[src/rtl/bus_arbiter.sv]
// -----------------------------------------------------------------------------
// bus_arbiter
//
// Shares one downstream memory port between an instruction-fetch requester
// and a data/page-walk requester. Data normally wins a tie; after MAX_WAIT
// consecutive tie losses the fetch side is granted once. A one-cycle RELEASE
// state follows every transaction so a requester's stale valid is never
// served twice.
//
// Handshake: a requester raises x_valid with stable request fields and holds
// them until x_data_ok. The arbiter latches the winner's fields when it leaves
// IDLE. It presents them on m_* with m_valid=1 until m_data_ok. x_data_ok is a
// combinational one-cycle echo of m_data_ok for the current owner.
//
// Ports
//   clk, reset            clock; synchronous active-low reset
//   i_valid, i_addr       fetch request
//   i_data_ok, i_data     fetch response (32-bit word selected by addr[2])
//   d_valid, d_addr, d_size, d_strobe, d_wdata   data request
//   d_data_ok, d_data     data response
//   m_valid, m_addr, m_size, m_strobe, m_wdata   shared downstream request
//   m_data_ok, m_data     shared downstream response
//   grant                 one-hot owner: bit0 fetch, bit1 data
//   dbg_state             current FSM state (IDLE=0, SERVE_I=1, SERVE_D=2,
//                         RELEASE=3)
//   dbg_starve_cnt        current fetch starvation count
// -----------------------------------------------------------------------------
module bus_arbiter #(
    parameter int MAX_WAIT = 4
) (
    input  logic        clk,
    input  logic        reset,
    input  logic        i_valid,
    input  logic [63:0] i_addr,
    output logic        i_data_ok,
    output logic [31:0] i_data,
    input  logic        d_valid,
    input  logic [63:0] d_addr,
    input  logic [2:0]  d_size,
    input  logic [7:0]  d_strobe,
    input  logic [63:0] d_wdata,
    output logic        d_data_ok,
    output logic [63:0] d_data,
    output logic        m_valid,
    output logic [63:0] m_addr,
    output logic [2:0]  m_size,
    output logic [7:0]  m_strobe,
    output logic [63:0] m_wdata,
    input  logic        m_data_ok,
    input  logic [63:0] m_data,
    output logic [1:0]  grant,
    output logic [1:0]  dbg_state,
    output logic [3:0]  dbg_starve_cnt
);

    typedef enum logic [1:0] {
        IDLE    = 2'd0,
        SERVE_I = 2'd1,
        SERVE_D = 2'd2,
        RELEASE = 2'd3
    } state_t;

    localparam logic [3:0] MAX_WAIT_C = 4'(MAX_WAIT);
    localparam logic [2:0] FETCH_SIZE = 3'b010;

    state_t      state_q,      state_d;
    logic [3:0]  starve_cnt_q, starve_cnt_d;
    logic [63:0] addr_q,       addr_d;
    logic [2:0]  size_q,       size_d;
    logic [7:0]  strobe_q,     strobe_d;
    logic [63:0] wdata_q,      wdata_d;

    logic take_i;
    logic take_d;

    // Next-state, latch capture and response strobes.
    always_comb begin
        state_d      = state_q;
        starve_cnt_d = starve_cnt_q;
        addr_d       = addr_q;
        size_d       = size_q;
        strobe_d     = strobe_q;
        wdata_d      = wdata_q;
        i_data_ok    = 1'b0;
        d_data_ok    = 1'b0;
        take_i       = 1'b0;
        take_d       = 1'b0;

        case (state_q)
            IDLE: begin
                if (i_valid && d_valid) begin
                    // Tie: data wins unless fetch has lost MAX_WAIT ties in a row.
                    if (starve_cnt_q == MAX_WAIT_C) begin
                        take_i = 1'b1;
                    end else begin
                        take_d       = 1'b1;
                        starve_cnt_d = starve_cnt_q + 4'd1;
                    end
                end else if (i_valid) begin
                    take_i = 1'b1;
                end else if (d_valid) begin
                    take_d = 1'b1;
                end

                if (take_i) begin
                    state_d      = SERVE_I;
                    starve_cnt_d = 4'd0;
                    addr_d       = i_addr;
                    size_d       = FETCH_SIZE;
                    strobe_d     = 8'h00;
                    wdata_d      = 64'h0;
                end else if (take_d) begin
                    state_d  = SERVE_D;
                    addr_d   = d_addr;
                    size_d   = d_size;
                    strobe_d = d_strobe;
                    wdata_d  = d_wdata;
                end
            end
            SERVE_I: begin
                if (m_data_ok) begin
                    i_data_ok = 1'b1;
                    state_d   = RELEASE;
                end
            end
            SERVE_D: begin
                if (m_data_ok) begin
                    d_data_ok = 1'b1;
                    state_d   = RELEASE;
                end
            end
            RELEASE: begin
                state_d = IDLE;
            end
            default: begin
                state_d = IDLE;
            end
        endcase

        // A response arriving while reset is applied is abandoned.
        if (!reset) begin
            i_data_ok = 1'b0;
            d_data_ok = 1'b0;
        end
    end

    always_ff @(posedge clk) begin
        if (!reset) begin
            state_q      <= IDLE;
            starve_cnt_q <= 4'd0;
            addr_q       <= 64'h0;
            size_q       <= 3'b000;
            strobe_q     <= 8'h00;
            wdata_q      <= 64'h0;
        end else begin
            state_q      <= state_d;
            starve_cnt_q <= starve_cnt_d;
            addr_q       <= addr_d;
            size_q       <= size_d;
            strobe_q     <= strobe_d;
            wdata_q      <= wdata_d;
        end
    end

    assign m_valid  = (state_q == SERVE_I) || (state_q == SERVE_D);
    assign m_addr   = addr_q;
    assign m_size   = size_q;
    assign m_strobe = strobe_q;
    assign m_wdata  = wdata_q;

    assign grant = {(state_q == SERVE_D), (state_q == SERVE_I)};

    // Fetch returns the 32-bit half of the 64-bit beat selected by addr[2].
    assign i_data = addr_q[2] ? m_data[63:32] : m_data[31:0];
    assign d_data = m_data;

    assign dbg_state      = state_q;
    assign dbg_starve_cnt = starve_cnt_q;

endmodule

[config.mk]
export PLATFORM = sky130hd
export DESIGN_NAME = bus_arbiter
export DESIGN_NICKNAME = d
export VERILOG_FILES = /design/src/rtl/bus_arbiter.sv
export SDC_FILE = /design/constraint.sdc
export NUM_CORES = 1
export LEC_CHECK = 0
export ABC_AREA = 1
export CAP_MARGIN = 40
export CELL_PAD_IN_SITES_DETAIL_PLACEMENT = 1
export CELL_PAD_IN_SITES_GLOBAL_PLACEMENT = 1
export CORE_AREA = 2 2 202 204
export CTS_CLUSTER_DIAMETER = 60
export DETAILED_ROUTE_END_ITERATION = 8
export DIE_AREA = 0 0 204 206
export GPL_ROUTABILITY_DRIVEN = 0
export MAX_ROUTING_LAYER = met4
export PLACE_DENSITY = 0.74
export SYNTH_ARGS = -nofsm -noshare
export SYNTH_HDL_FRONTEND = slang
export SYNTH_SLANG_ARGS = --single-unit
[constraint.sdc]
create_clock -name clk -period 1.82 [get_ports clk]
set_input_delay 0.364 -clock clk [delete_from_list [all_inputs] [get_ports clk]]
set_output_delay 0.364 -clock clk [all_outputs]
set_load 0.01 [all_outputs]
==> results_dict.tcl <==
set metrics [dict create \
    ant_nets 0 \
    max_cap_viol_count 0 \
    cts_buffer_depth 2 \
    drive_above_1_share_pct 12.1 \
    cts.sinks 145 \
    dp.cells 2101 \
    antenna_found_initial 7 \
    final_max_slew_viol_count 0 \
    netlist_instances 1109 \
    fp.dieH_microns 206 \
    synth_area_sq_mm 0.00726 \
    max_freq_mhz 549 \
    cts_tree "built" \
    power_w 0.0177 \
    post-place-ws_ns -0.310 \
    power_frac_comb_pct 51.9 \
    hpwl_microns 29500 \
    p_int_w 0.0108 \
    area_growth_pct 90.2 \
    hp-class "in -> reg" \
    via_count 9110 \
    fin_skew_ns 0.0109 \
    insertion_delay_ns 0.44 \
    ys.warnings.count 0 \
    vdd_drop_max_mv 0.789 \
    coreArea_sq_mm 0.0402 \
    switching_share_pct 39.2 \
    grt_pass1_wl_microns 55100 \
    max_stage_delay_ns 0.52 \
    fillers 4927 \
    cts_root_buffer "clkbuf_16" \
    instances_no_fill 2157 \
    portBuffers 517 \
    rsz0062_at_grt "yes" \
    synth_cell_types 18 \
    period_minus_slack_ns 1.82 \
    clk_pin_slew_ns 0.07 \
    hold_path_depth 4 \
    endpoint_kind "output pin" \
    setup_viol 1 \
    p_sw_w 0.00695 \
    rows 74 \
    die-width_microns 204 \
    worstMarginPinSlew_ns 0.748 \
    wl_microns 37700 \
    relSlewSlack_pct 50.2 \
    crit_type "in -> out" \
    netlist.area_leader.share_pct 40.0 \
    utilization_pct 34.4 \
    ys_seq_area_share_pct 40.0 \
    arrival_ns 1.46 \
    violations "setup timing" \
    crit_path_top_delay_cell "clkdlybuf4s50_1" \
    synth.avg_cell_area_sq_um 6.54 \
    firstDrtPassIters 4 \
    hold_violations 0 \
    cp_cell_sequence "clkdlybuf4s50_1 -> buf_12 -> dlygate4sd2_1" \
    htree_levels 4 \
    final_common_cell "clkdlybuf4s50_1" \
    grt.total_usage_pct 17.9 \
    ios 518 \
    crit_buf_inv 3 \
    cp_top_family "buffers and inverters" \
    finalCritPeriodShare_pct 100 \
    clockPowerShare_pct 20.2 \
    synth_area_leader_cell "dfxtp_1" \
    synth_top_cells_by_area "dfxtp_1 (40%), nand2_1 (16%), nand3_1 (9.2%), buf_4 (7.0%), nor2_1 (6.9%)" \
    holdBufCountCts 0 \
    power_frac_seq_pct 27.9 \
    setup_slack_ns -0.00101 \
    p_leak_nw 6.43 \
    dieArea_sq_mm 0.0420 \
    startpoint_type "input port" \
    final_nets 1881 \
    reg2reg_depth 8 \
    path_depth 3 \
    drtIter0Drc 348 \
    cp_max_fo 2 \
    worst_ep_required_time_ns 1.46 \
    vias_per_cell 4.22 \
    grt_max_degree 79 \
    grt-ovfl-total 0 \
    mostFrequentLayoutCells "clkdlybuf4s50_1 (422), nand2_1 (301), dfxtp_1 (142)" \
    ys_ff_latch 145 \
    start_util_pct 18.1 \
    syn_nets 1386 \
    drcViolationCount 0 \
    cts_made_buffers 17 \
    outcome "finished with violations" \
    wl_per_cell_microns 17.5 \
    power.density_mw_per_mm2 1290 \
    grt_pass1_vias 9373 \
]
## cells in the mapped netlist, drive strengths merged
cell type and n:
inv 74, o21ai 76, xor2 2, ha 5, buf 116, clkbuf 29, a21oi 79, nand4 1
nand3 133, nand2 315, nor2 134, dfxtp 145
## worst min-delay path: cells and delay by family
kind,cells,cell delay (ns)
and+or+nand+nor,2,0.18
buffers and inverters,1,0.17
AOI/OAI and AO/OA,1,0.06
## power by group through the flow
stage	clock, W	sequential (W)	combinational, W
final	0.00358	0.00496	0.00920
after detailed placement	0	0.00498	0.00907
after floorplan	0	0.00547	0.00351
after CTS	0.00373	0.00496	0.00924
after global placement	0	0.00491	0.00888
after global routing	0.00386	0.00510	0.0101
## registers in the layout, summed over array words and instances, names as in the netlist
signal / flops
dbg_starve_cnt: 4
dbg_state: 2
m_addr: 64
m_size: 3
m_strobe: 8
m_wdata: 64
## area by class of cell
type	count	area, sq um	area share, %
Timing Repair Buffer	621	6050	43.8
Multi-Input combinational cell	745	3270	23.7
Sequential cell	145	2910	21.1
Tap cell	532	666	4.82
Clock buffer	17	425	3.08
Inverter	74	293	2.12
Clock inverter	15	169	1.22
Antenna cell	8	20.0	0.145
## path summary, 6_finish.rpt
check | to | from | slack, ns
worst min-delay path | dbg_starve_cnt[1] | i_valid | 0.38
worst max register to register | m_wdata[35] | dbg_starve_cnt[0] | 0.17
worst min register to register | m_wdata[44] | m_wdata[44] | 0.53
worst max-delay path | d_data[61] | m_data[61] | -0.001
## layer usage
layer  track usage, %  wire, microns  up-vias
met5                -              0        -
met4             9.91           1570        0
met3             4.27           2290       70
met2             31.8          19600      326
met1             18.1          14200     4273
li1                 -              -     4441
## what timing repair did
action                                  CTS  global route
setup buffers                            12             0
pin swaps                                 0             6
cloned                                    3             1
gates resized for setup                 205            36
endpoints found under the setup margin   86            33
## metrics by stage
step	hold WS, ns	cell area, sq um	TNS [ns]
2_1_floorplan	0.505	7260	0
3_3_place_gp	0.503	13100	-7.87
3_5_place_dp	0.512	13100	-9.61
4_1_cts	0.344	13800	-0.315
5_1_grt	0.387	13800	-0.201
6_report	0.377	13800	-0.00101
## cells by family after synthesis
group | after synthesis | synth area share [%]
compound gates | 155 | 10.7
xor+xnor | 2 | 0.241
fa+ha+maj | 5 | 0.862
buf+inv | 219 | 15.6
flops | 145 | 40.0
simple gates | 583 | 32.5
No activity file was read; power rests on OpenSTA's default activity.
==> RTL edit 1 (config.mk and constraints unchanged) <==
Take the reset off `addr_q` and `wdata_q` and load them in a clocked block of their own.
--- a/src/rtl/bus_arbiter.sv
+++ b/src/rtl/bus_arbiter.sv
@@ -148,18 +148,19 @@
         if (!reset) begin
             state_q      <= IDLE;
             starve_cnt_q <= 4'd0;
-            addr_q       <= 64'h0;
             size_q       <= 3'b000;
             strobe_q     <= 8'h00;
-            wdata_q      <= 64'h0;
         end else begin
             state_q      <= state_d;
             starve_cnt_q <= starve_cnt_d;
-            addr_q       <= addr_d;
             size_q       <= size_d;
             strobe_q     <= strobe_d;
-            wdata_q      <= wdata_d;
         end
+    end
+
+    always_ff @(posedge clk) begin
+        addr_q  <= addr_d;
+        wdata_q <= wdata_d;
     end
 
     assign m_valid  = (state_q == SERVE_I) || (state_q == SERVE_D);
Check against the original RTL: not equivalent (Yosys sat finds a counterexample within 4 cycles, from zero or initial values and one cycle with reset low).
==> RTL edit 1 against the original RTL <==
The run still ends with negative setup slack left; utilization fell by 1.3 points; area after synthesis is 5.2% lower; power decreased by 10%; sequential power grew 11%; sequential share of layout area increased by 10 points; via count is 28% lower; sequential cell count is the same; routed wire length decreased by 16%; setup slack got worse by 130 ps; cell area decreased by 3.8%; synthesized cell count shrank 39%; largest cell class unchanged; largest power group unchanged.
==> RTL edit 1: results <==
{
  "max_freq_mhz": 512,
  "p_sw_mw": 5.18,
  "dp_hpwl_um": 26200,
  "synth_warnings": 0,
  "synth_seq_area_share_pct": 60.8,
  "drt_iter0_drc": 197,
  "cts_buffers": 17,
  "grt_max_degree": 30,
  "skew_ps": 11.6,
  "vdd_drop_max_v": 0.000649,
  "vias_per_cell": 3.78,
  "drive_gt1_share_pct": 14.4,
  "cpMostUsedCell": "buf_6",
  "gr-usage-all-layers_pct": 15.0,
  "syn_nets": 952,
  "setup_viol": 32,
  "tightest_slew_ps": 425,
  "avgSynthCellArea_um2": 10.2,
  "cpPeakStageDelay_ps": 400,
  "synthTopCellsByArea": "edfxtp_1, nand2_1, buf_4",
  "grt_pass1_wl_um": 43600,
  "tns_ps": -2990,
  "synth_edf_count": 128,
  "violations": "negative setup slack",
  "status": "finished, violations left",
  "antenna_found_initial": 3,
  "fin_cells": 1727,
  "p_per_area_nw_per_um2": 1200,
  "min_delay_path_depth": 3,
  "layout_setup_ws_ps": -134,
  "worstPathMaxFanout": 8,
  "fillers": 4546,
  "cts.clk_slew.worst_paths_ps": 70,
  "worst_ep_arrival_time_ps": 1590,
  "p_leak_nw": 5.66,
  "grt_pass1_vias": 6890,
  "wl_per_cell_um": 18.4,
  "synthDistinctLibCells": 25,
  "critPathSlowestCell": "edfxtp_1",
  "synth_commonest_cells": "nand2_1, edfxtp_1, inv_1, nor2_1, buf_4",
  "layout.nets": 1456,
  "dpl_cell_area_um2": 12600
}
RTL edit 1: cell families after synthesis:
| family | Yosys count | share of synthesized area [%] |
|---|---|---|
| AOI/OAI and AO/OA | 28 | 2.13 |
| xor gates and xnor gates | 2 | 0.255 |
| adders and majority gates | 5 | 0.909 |
| buffers and inverters | 169 | 14.5 |
| DFF | 145 | 60.8 |
| muxes | 32 | 5.24 |
| and+or+nand+nor | 294 | 16.2 |
RTL edit 1: worst paths after layout:
kind                                  startpoint                     end  slack, ps
hold reg to reg           m_size[1]$_SDFFE_PN0P_  m_size[1]$_SDFFE_PN0P_        530
hold / removal                         d_size[0]  m_size[0]$_SDFFE_PN0P_        480
setup / recovery             m_addr[2]$_DFFE_PP_               i_data[2]       -130
setup reg to reg  dbg_starve_cnt[0]$_SDFFE_PN0P_    m_addr[60]$_DFFE_PP_        160
RTL edit 1: worst reg2reg max path, delay by kind of cell, from the launching register on:
kind	cells	cell delay, ps
buffers and inverters	2	390
AND/OR/NAND/NOR	5	610
adder cells (fa/ha/maj)	1	190
flip-flops	1	330
RTL edit 1: area by class of cell:
type	instances	area share, %
clock inverter	15	1.31
antenna	3	0.0565
timing repair buffer	578	43.3
clock buffer	17	3.20
tap	532	5.01
inverter	76	2.19
sequential	145	31.6
multi-input combinational	361	13.4
RTL edit 1: power groups by stage:
| stage | Combinational [mW] | Sequential [mW] | Clock, mW |
|---|---|---|---|
| 2_1_floorplan | 1.60 | 6.10 | 0 |
| 3_3_place_gp | 6.77 | 5.48 | 0 |
| 4_1_cts | 6.99 | 5.51 | 3.78 |
| 6_report | 6.76 | 5.49 | 3.67 |
| 3_5_place_dp | 6.86 | 5.56 | 0 |
| 5_1_grt | 7.18 | 5.61 | 3.91 |
RTL edit 1: stage by stage:
| step | setup WS [ps] | total power [mW] |
|---|---|---|
| after floorplan | 74.4 | 7.70 |
| after global placement | -277 | 12.3 |
| after detailed placement | -286 | 12.4 |
| after CTS | -282 | 16.3 |
| after global routing | -207 | 16.7 |
| final | -134 | 15.9 |
RTL edit 1: metal layers:
| layer | track usage, % | vias up | wire length (µm) |
|---|---|---|---|
| met3 | 5.38 | 38 | 2710 |
| li1 | - | 3094 | - |
| met2 | 28.7 | 283 | 17900 |
| met1 | 13.4 | 3115 | 10300 |
| met5 | - | - | 0 |
| met4 | 6.29 | 0 | 863 |
RTL edit 1: repair_timing:
action	4_1_cts	5_1_grt
setup endpoints to repair	82	42
gates cloned	1	0
gates resized for setup	232	18
setup buffers	2	1
==> RTL edit 2 (config.mk and constraints unchanged) <==
Without the edit above. Register the output `dbg_starve_cnt` once more, without a reset; this adds one clock of latency there. The other outputs are not delayed to match.
--- a/src/rtl/bus_arbiter.sv
+++ b/src/rtl/bus_arbiter.sv
@@ -175,7 +175,9 @@
     assign d_data = m_data;
 
     assign dbg_state      = state_q;
-    assign dbg_starve_cnt = starve_cnt_q;
+    always_ff @(posedge clk) begin
+        dbg_starve_cnt <= starve_cnt_q;
+    end
 
 endmodule
 
Formal check against the unedited RTL: not equivalent (a bounded check fails within 4 cycles, from zero or initial values and one cycle with reset low).
==> RTL edit 2 against the original RTL <==
The flow still finishes with violations (negative setup slack); final cell count barely moved; register-to-register slack got worse by 30 ps; sequential cell count rose by 4; critical path depth rose by 4; power rose by 3.3%; setup slack got worse by 66 ps; cell area rose by 2.0%; non-clock buffer count fell by 5; sequential share of layout area rose by 0.18 points; clock skew rose by 5.2 ps; routed wire length rose by 2.8%; area after synthesis rose by 1.2%; maximum frequency fell by 3.5%; critical endpoint is now i_data[25].
==> RTL edit 2: results <==
{
  "status": "finished, violations left",
  "violations": "negative setup slack",
  "antennaDiodeCount": 7,
  "final-clk-cell-share_pct": 3.84,
  "inv_count": 78,
  "dpl_cell_area_um2": 13200,
  "drive_gt1_share_pct": 13.6,
  "vias": 9182,
  "p_leak_nw": 6.47,
  "layout_setup_ws_ps": -67.2,
  "multi_input_comb_area_um2": 3410,
  "synth-xor-area-share_pct": 0.238,
  "synth_compound_area_share_pct": 10.8,
  "critPathSlowestCell": "dfxtp_4",
  "ys_ff_latch": 149,
  "layout.nets": 1884,
  "drt-total-wl_um": 38700,
  "cpPeakStageDelay_ps": 390,
  "crit_start": "m_addr[2]$_SDFFE_PN0P_",
  "worstPathMaxFanout": 7,
  "skew_ps": 16.1,
  "buffers": 616,
  "critPathCapture": "i_data[25]",
  "rr_startpoint": "starve_cnt_q[1]$_SDFFE_PN0P_",
  "placed_cells": 2100,
  "rr_endpoint": "m_addr[16]$_SDFFE_PN0P_",
  "clkbuf_count": 18,
  "synth_commonest_cells": "nand2_1, dfxtp_1, nor2_1, nand3_1, a21oi_1",
  "worst_ep_arrival_time_ps": 1520,
  "total_power_mw": 18.3,
  "clockBufferDepth": 2,
  "relSlewSlack_pct": 48.6,
  "gr-usage-all-layers_pct": 18.3,
  "seqCellArea_um2": 2990,
  "buf_share_pct": 43.7,
  "vdd_drop_max_v": 0.000668,
  "fillers": 4950,
  "drt_iter0_drc": 346,
  "setup_viol": 10,
  "r2r_cells": 10,
  "avgSynthCellArea_um2": 6.57,
  "grt_pass1_wl_um": 55700,
  "synth_seq_area_share_pct": 40.6,
  "p_clk_mw": 3.41,
  "clk_latency_ps": 460,
  "p_sw_mw": 7.07,
  "syn_nets": 1395,
  "grt_max_degree": 81,
  "antenna_found_initial": 13,
  "p_comb_share_pct": 53.8,
  "synthTopCellsByArea": "dfxtp_1, nand2_1, nand3_1",
  "dp_hpwl_um": 29500,
  "reg2reg_slack_ps": 140,
  "tns_ps": -476
}
==> RTL edit 2: how the worst min path moves through the flow <==
stage | start | slack (ps) | cells past startpoint | end
floorplan | starve_cnt_q[3]$_SDFFE_PN0P_ | 360 | 0 | dbg_starve_cnt[3]$_DFF_P_
global placement | starve_cnt_q[3]$_SDFFE_PN0P_ | 380 | 0 | dbg_starve_cnt[3]$_DFF_P_
detailed placement | starve_cnt_q[3]$_SDFFE_PN0P_ | 380 | 0 | dbg_starve_cnt[3]$_DFF_P_
CTS | i_valid | 330 | 5 | m_addr[36]$_SDFFE_PN0P_
global route | i_valid | 400 | 5 | m_addr[36]$_SDFFE_PN0P_
finish | i_valid | 380 | 5 | m_addr[36]$_SDFFE_PN0P_
==> RTL edit 2: metrics by stage <==
step	worst slack [ps]	hold slack (ps)	util [%]
6_report	-67.2	377	35.0
3_5_place_dp	-237	383	32.8
2_1_floorplan	287	362	-
3_3_place_gp	-262	379	32.8
5_1_grt	-120	396	35.0
4_1_cts	-144	334	34.7
==> RTL edit 2: per-layer routing <==
metal,track usage (%),routed length (µm)
met4,8.77,1230
met2,35.3,21500
met3,5.47,3020
met5,-,0
met1,16.2,13000
==> RTL edit 2: timing repair <==
action                                  in CTS  in global routing
pin swaps                                    4                  4
setup buffers                               17                  2
gates cloned                                 3                  0
endpoints found under the setup margin      78                 34
gates resized for setup                    231                 51
hold buffers                                 0                  0
endpoints found under the hold margin        0                  0
==> RTL edit 2: worst register-to-register path: stages, from the launching register on <==
cell	delay, ps
dfxtp_1	440
inv_1	70
ha_1	180
nand3_1	130
nand2_4	90
nand2_4	140
buf_12	210
nand2_1	120
nand3_1	140
nand2_1	70
inv_1	50
